===== config.mk =====
export PLATFORM = sky130hd
export DESIGN_NAME = alu_input_debounce
export DESIGN_NICKNAME = d
export VERILOG_FILES = /design/src/rtl/alu_input_debounce_pkg.sv /design/src/rtl/alu_input_debounce_bit.sv /design/src/rtl/alu_input_debounce.sv
export SDC_FILE = /design/constraint.sdc
export NUM_CORES = 1
export LEC_CHECK = 0
export CAP_MARGIN = 20
export CORE_MARGIN = 5
export CORE_UTILIZATION = 46
export CTS_CLUSTER_SIZE = 16
export DETAILED_ROUTE_END_ITERATION = 8
export GPL_TIMING_DRIVEN = 0
export PLACE_DENSITY = 0.81
export RECOVER_POWER = 100
export SLEW_MARGIN = 40
export SYNTH_ARGS = -nofsm -noshare
export SYNTH_HDL_FRONTEND = slang
export SYNTH_HIERARCHICAL = 1
export SYNTH_SLANG_ARGS = --single-unit

===== constraint.sdc =====
create_clock -name clk -period 1.25 [get_ports clk]
set_input_delay 0.125 -clock clk [delete_from_list [all_inputs] [get_ports clk]]
set_output_delay 0.125 -clock clk [all_outputs]
set_load 0.02 [all_outputs]

===== src/rtl/alu_input_debounce_pkg.sv =====
// Shared definitions for the board-input conditioning block: defaults,
// the per-bit qualification state names and the counter-width helper.
package alu_input_debounce_pkg;

    // Three board switches/buttons feed the ALU operands and op select.
    localparam int DEFAULT_WIDTH         = 3;
    // Consecutive synchronized cycles a new level must hold to be accepted.
    localparam int DEFAULT_STABLE_CYCLES = 16;

    // Implicit per-bit state: derived from (s2 != db), never stored.
    typedef enum logic {
        DB_IDLE    = 1'b0,
        DB_QUALIFY = 1'b1
    } db_state_e;

    // Counter width able to hold 0 .. stable_cycles-1. Never below one bit,
    // so the degenerate minimum of 2 still yields a usable register.
    function automatic int cnt_width(input int stable_cycles);
        int w;
        w = $clog2(stable_cycles);
        if (w < 1) begin
            w = 1;
        end
        return w;
    endfunction

endpackage


===== src/rtl/alu_input_debounce_bit.sv =====
// Single-bit conditioner: two-flop synchronizer, qualification counter,
// debounced level and one-cycle rise/fall pulses. The combinational next
// pulse values are exported so the parent can register an aggregate strobe
// on the same edge as the per-bit pulses.
module debounce_bit
    import alu_input_debounce_pkg::*;
#(
    parameter int STABLE_CYCLES = DEFAULT_STABLE_CYCLES
) (
    input  logic clk,
    input  logic rst_n,
    input  logic raw_i,
    output logic db_o,
    output logic rise_o,
    output logic fall_o,
    output logic rise_d_o,
    output logic fall_d_o
);

    localparam int              CNT_W   = cnt_width(STABLE_CYCLES);
    localparam logic [CNT_W-1:0] CNT_MAX = CNT_W'(STABLE_CYCLES - 1);
    localparam logic [CNT_W-1:0] CNT_ONE = CNT_W'(1);

    logic             s1_q;
    logic             s2_q;
    logic             db_q;
    logic             db_d;
    logic [CNT_W-1:0] cnt_q;
    logic [CNT_W-1:0] cnt_d;
    logic             rise_q;
    logic             rise_d;
    logic             fall_q;
    logic             fall_d;
    db_state_e        cur_state;

    // Qualification: count while the synchronized level disagrees with the
    // accepted level; accept and pulse once the count has run its full length.
    always_comb begin
        cur_state = (s2_q != db_q) ? DB_QUALIFY : DB_IDLE;
        cnt_d     = cnt_q;
        db_d      = db_q;
        rise_d    = 1'b0;
        fall_d    = 1'b0;
        case (cur_state)
            DB_IDLE: begin
                // Any return to the accepted level aborts qualification.
                cnt_d = '0;
            end
            DB_QUALIFY: begin
                if (cnt_q == CNT_MAX) begin
                    // Clearing on acceptance keeps the counter from wrapping.
                    db_d   = s2_q;
                    cnt_d  = '0;
                    rise_d = s2_q;
                    fall_d = ~s2_q;
                end else begin
                    cnt_d = cnt_q + CNT_ONE;
                end
            end
            default: begin
                cnt_d = '0;
            end
        endcase
    end

    // All per-bit state, cleared asynchronously so a reset never emits a pulse.
    always_ff @(posedge clk or negedge rst_n) begin
        if (!rst_n) begin
            s1_q   <= 1'b0;
            s2_q   <= 1'b0;
            db_q   <= 1'b0;
            cnt_q  <= '0;
            rise_q <= 1'b0;
            fall_q <= 1'b0;
        end else begin
            s1_q   <= raw_i;
            s2_q   <= s1_q;
            db_q   <= db_d;
            cnt_q  <= cnt_d;
            rise_q <= rise_d;
            fall_q <= fall_d;
        end
    end

    assign db_o     = db_q;
    assign rise_o   = rise_q;
    assign fall_o   = fall_q;
    assign rise_d_o = rise_d;
    assign fall_d_o = fall_d;

endmodule


===== src/rtl/alu_input_debounce.sv =====
// Board-input conditioner for the ALU: one independent debounce_bit per
// input line plus a registered any_change strobe that downstream uses to
// re-latch operands. any_change is built from the per-bit next-pulse values
// so it rises on the same edge as the rise_p/fall_p bits it summarizes.
module alu_input_debounce
    import alu_input_debounce_pkg::*;
#(
    parameter int WIDTH         = DEFAULT_WIDTH,
    parameter int STABLE_CYCLES = DEFAULT_STABLE_CYCLES
) (
    input  logic             clk,
    input  logic             rst_n,
    input  logic [WIDTH-1:0] raw_in,
    output logic [WIDTH-1:0] db_out,
    output logic [WIDTH-1:0] rise_p,
    output logic [WIDTH-1:0] fall_p,
    output logic             any_change
);

    logic [WIDTH-1:0] rise_d_vec;
    logic [WIDTH-1:0] fall_d_vec;
    logic             any_change_q;
    logic             any_change_d;

    genvar gi;
    generate
        for (gi = 0; gi < WIDTH; gi++) begin : g_bit
            debounce_bit #(
                .STABLE_CYCLES (STABLE_CYCLES)
            ) u_debounce_bit (
                .clk      (clk),
                .rst_n    (rst_n),
                .raw_i    (raw_in[gi]),
                .db_o     (db_out[gi]),
                .rise_o   (rise_p[gi]),
                .fall_o   (fall_p[gi]),
                .rise_d_o (rise_d_vec[gi]),
                .fall_d_o (fall_d_vec[gi])
            );
        end
    endgenerate

    // Simultaneous acceptances on several bits collapse into one strobe.
    always_comb begin
        any_change_d = |{rise_d_vec, fall_d_vec};
    end

    // Aggregate strobe, registered alongside the per-bit pulses.
    always_ff @(posedge clk or negedge rst_n) begin
        if (!rst_n) begin
            any_change_q <= 1'b0;
        end else begin
            any_change_q <= any_change_d;
        end
    end

    assign any_change = any_change_q;

endmodule


# == Word level (Yosys, flattened, before mapping) ==
# Cells that the tools add are included.
# op_classes
eq_ne,6
addsub,3
n_bitwise,6
mux,21
reduce_logical,4
# ops
op,n
case mux 4 bit (2 select lines),3
2-to-1 mux 1 bit,15
"adder 4 x 1 -> 4 bit, second input constant",3
"== test 4 bit, second input constant",3
2-to-1 mux 4 bit,3
NOT 1 bit,6
AND reduction 2 bit,3
OR reduction 6 bit,1
inequality test 1 bit,3
# totals
input_bits,5
reg_bits,28

# == Longest topological paths before layout ==
# depth
depth_word,4
ltp_mapped,5

# == Modules after synthesis ==
# The synthesis kept the hierarchy.
# by_module_without_submodules
mod,seq_area_each_um2,n_inst,cells_per_inst,area_each_um2
debounce_bit,225.2,3,22,335.3
alu_input_debounce,25.0,1,4,38.8

# == Worst setup path before layout ==
# Ideal clock, no wire load.
# synth_timing
path_kind,flip-flop to flip-flop
from,register g_bit[1].u_debounce_bit.cnt_q[0]
to,register any_change_q (netlist: any_change)
path_slack_ns,0.001
required_time_ns,1.125
setup_ns,0.125
arrival_time_ns,1.123
stages_incl_launch_ff,6
path_buffers,0
path_cell_list,dfrtp_1 -> ha_1 -> nand3_2 -> nor3b_1 -> nor4_1 -> nand2_1
# synth_between
elab_chain_len,4
# synth_lines
item,line_no,rtl
"start, declared",alu_input_debounce_bit.sv:28,logic [CNT_W-1:0] cnt_q;
"start signal, assigned",alu_input_debounce_bit.sv:79,cnt_q <= cnt_d;
== test 4 bit,alu_input_debounce_bit.sv:50,if (cnt_q == CNT_MAX) begin
2-to-1 mux 1 bit,alu_input_debounce_bit.sv:50,
2-to-1 mux 1 bit,alu_input_debounce_bit.sv:44,case (cur_state)
via rise_d_vec[1],alu_input_debounce.sv:20,logic [WIDTH-1:0] rise_d_vec;
OR reduction 6 bit,alu_input_debounce.sv:45,"any_change_d = |{rise_d_vec, fall_d_vec};"
via any_change_d,alu_input_debounce.sv:23,logic any_change_d;
"end signal, assigned",alu_input_debounce.sv:53,any_change_q <= any_change_d;
"end, declared",alu_input_debounce.sv:22,logic any_change_q;
# The timed path passes the listed nets, and every way through them passes these cells.
# A chain may end at the register's enable or synchronous reset.

# == Worst setup path in the final report ==
# layout_timing
from,register g_bit[0].u_debounce_bit.db_q
to,output port db_out[0]
# layout_lines
item,line_no,rtl
"start, declared",alu_input_debounce_bit.sv:26,logic db_q;
"start signal, assigned",alu_input_debounce_bit.sv:71,db_q <= 1'b0;
"start signal, assigned",alu_input_debounce_bit.sv:78,db_q <= db_d;
"end, declared",alu_input_debounce.sv:14,"output logic [WIDTH-1:0] db_out,"
# No word-level cell between the ends.

==> flow_results.org <==
** Floorplan
- Initial core utilization :: 47.7%
- From bottom edge to top edge, the die measures 57.7 um.
- I/O Pins :: 15
- The floorplan has 17 rows.
- Core region area :: ~0.0022 mm2
- Area of the die :: 0.00332 mm2
- In this run the horizontal extent of the chip is 57.7 um.

** Detailed routing
- Vias per cell :: 5.06
- After detailed routing, the number of remaining DRC violations is 0.
- For this block, the routed nets add up to 1700 um of wire.
- For this block, the initial DRC count from the detailed router was 3.
- The detailed router placed 632 vias in this run.
- Detailed-routing iteration count for the pre-antenna-repair pass :: 4
- The count of nets left with antenna violations once routing finished came out at 0.
- Routed wire length per instance :: 13.6 um

** Timing
- Setup clock skew after layout :: 1.57 ps
- Period utilization :: a little over nine tenths
- Fmax :: 814 MHz
- Total negative slack for setup checks :: 0 ps
- Counting I/O delays and the setup requirement, the final critical path takes ~1200 ps.
- At the pin with the least slew margin, the transition time is ~660 ps.
- The hold violation count in the final report was 0.
- Setup repair after global routing missed its margin :: true
- Final-report setup violation count :: 0
- Setup slack on the critical path of the routed design comes to approximately 22 ps.
- Slew headroom :: 56.1%
- Max-slew violation total from the final report :: 0

** Power and ir drop
- Net switching is 22.4% of the power.
- In this run, flip-flops and latches consume between 60% and 70% of the power.
- Combinational share of power :: 9.4%
- In this run the power density over the cells is 1040 mW/mm2.
- Maximum vdd ir drop :: between 0.7 and 0.8 mV
- In this run the static leakage power is 0.656 nW.
- Switching power of the nets :: 0.326 mW
- In this run, the clock network consumes approximately a quarter of the power.
- Internal :: 1.13 mW

** Worst setup path
- CP max FO :: 5
- Peak per-stage delay on the critical path :: 440 ps
- Critical-path top delay cell :: dfrtp_1
- Data arrives at the worst endpoint at approximately 1100 ps.
- The worst setup path is launched from a register.
- Grouping stages by cell kind, the critical path spends the most delay in flip-flops.
- Classification of the worst setup path :: register to output pin
- The critical path goes through dlygate4sd2_1.
- In this run the number of cells on the critical path is 1.
- Counting cells, the worst reg-to-reg path comes to 5.
- STA puts the critical path data required time at 1120 ps.
- Endpoint kind of the worst setup timing path :: output pin
- Count of buffering cells on the critical path with inverters included :: 1

** Global route
- Pin count of the biggest net entering global routing :: 29
- Overflow left after global routing :: 0
- Total global routing track utilization :: a little under an eighth
- The first global-routing pass estimated around 2900 um of wire.
- The via count of the first global-routing pass was 672.
- Antenna violations before repair :: 0

** Synthesis
- In the synthesized netlist, the number of instances is 70.
- Count of unique library cells instantiated by Yosys :: 13
- Proportion of netlist area held by the largest area contributor :: approximately 67%
- The largest total area in the synthesized netlist belongs to dfrtp_1.
- Leading cell types by total area after synthesis :: dfrtp_1, nor3b_1, xnor2_1
- #FFs+latches synth :: 28
- Fraction of the yosys area taken by sequential cells :: 67.1%
- Dividing the synthesized area by the synthesized cell count gives 14.9 um2.
- Synthesized netlist net count :: 78
- The mapped netlist covers ~0.0010 mm2.
- Ys Warns :: 6

** Layout
- The filler cells instantiated in the layout total 175.
- The library cell used most frequently in the layout, excluding fill and tap cells, is dfrtp_1.
- At the end of the flow, the number of nets in the layout was 107.
- Leading cell types in the layout, fill and taps excluded :: dfrtp_1, buf_4, dlygate4sd2_1
- The number of antenna diodes in the final layout is 0.
- The post-route netlist has 32.0% of its cells at a drive strength greater than 1.
- Final standard cell utilization of the core :: 63.6%
- P&R area growth vs syn :: 33.3%
- Final std cell area, no fill :: 0.00139 mm2
- Fin cells :: 125

** Hold path
- The worst hold path belongs to the class primary input to register.
- Number of stages on the worst hold path :: 1

** Clock tree
- The tree is rooted in a clkbuf_4.
- Clk Latency, worst-skew pair :: approximately 310 ps
- Sink count of the clock tree :: 28
- Clock slew at reported path FFs :: 130 ps
- TritonCTS built the clock tree.
- Buffers inserted during clock tree synthesis total 3.
- H-Tree Level Count :: 1
- The clock passes through at most 2 buffers.

** Outcome
- The flow ran to the end, and the final reports show no timing, DRC or antenna violations.

** Place
- Timing analysis after detailed placement gives a worst setup slack of -89.9 ps.
- At the end of routability-driven placement, the weighted congestion stood at 0.655.
- Placed Instance Area :: roughly 0.0012 mm2
- In this run the tool buffered the top-level ports with 14 buffer cells.
- Post-placement cell count :: 112
- HPWL after detailed placement :: 1120 um

** Run
- Maxcap violations :: 0
synthesized netlist by cell type (all sizes together):
cell    number
mux2         3
nand3        3
nor2b        3
dfrtp       28
nor3b        9
xnor2        6
a311oi       3
nor2         4
nor4         1
a31oi        3
a21o         3
ha           3
nand2        1
metrics by stage:
step	hold slack (ps)	power (mW)
after detailed placement	155	1.07
after CTS	229	1.44
after floorplan	-171	1.03
final	354	1.45
after global routing	335	1.53
after global placement	331	1.07
power by group through the flow:
stage / registers [mW] / logic [mW] / clock network (mW)
2_1_floorplan: 0.981 / 0.0512 / 0
3_3_place_gp: 0.984 / 0.0849 / 0
3_5_place_dp: 0.987 / 0.0875 / 0
4_1_cts: 0.968 / 0.120 / 0.351
5_1_grt: 0.979 / 0.156 / 0.396
6_report: 0.974 / 0.136 / 0.344
registers in the layout, indices dropped and copies added, names as in the netlist:
| signal | flops |
|---|---|
| g_bit.u_debounce_bit/fall_o | 3 |
| g_bit.u_debounce_bit/db_o | 3 |
| g_bit.u_debounce_bit/s1_q | 3 |
| g_bit.u_debounce_bit/cnt_q | 12 |
| g_bit.u_debounce_bit/rise_o | 3 |
| any_change | 1 |
| g_bit.u_debounce_bit/s2_q | 3 |
layer usage:
metal	vias up	part of all wire, %	global-route usage, %
met5	-	0	0
met4	0	2.2	4.97
met3	4	5.2	2.00
met2	15	52	21.0
met1	308	40	12.4
li1	305	-	-
logic make-up after synthesis:
kind of cell / share of synthesized area, %
DFF: 67.1
and+or+nand+nor: 13.5
AOI/OAI and AO/OA: 6.47
xor gates and xnor gates: 5.03
muxes: 4.31
adders and majority gates: 3.59
final timing paths:
| check | start | slack [ps] | endpoint |
|---|---|---|---|
| min reg2reg | g_bit[2].u_debounce_bit/s1_q | 360 | g_bit[2].u_debounce_bit/s2_q |
| min in group asynchronous | rst_n | 360 | g_bit[1].u_debounce_bit/cnt_q[3] |
| min | raw_in[0] | 350 | g_bit[0].u_debounce_bit/s1_q |
| max | g_bit[0].u_debounce_bit/db_o | 20 | db_out[0] |
| max in group asynchronous | rst_n | 440 | g_bit[2].u_debounce_bit/db_o |
| max reg2reg | g_bit[2].u_debounce_bit/cnt_q[0] | 30 | any_change |
cell type report:
type	count	area, um2	area share, %
sequential	28	703	50.5
multi-input combinational	42	430	30.9
timing repair buffer	24	201	14.5
tap	28	35.0	2.52
clock buffer	3	22.5	1.62
timing repair:
item / 4_1_cts / 5_1_grt
buffers inserted: 5 / 4
endpoints found under the hold margin: 28 / 0
setup endpoints to repair: 12 / 5
resized for setup: 19 / 9
pin swaps: 2 / 5
hold buffers: 1 / 0
No activity file was read; power rests on OpenSTA's default activity.
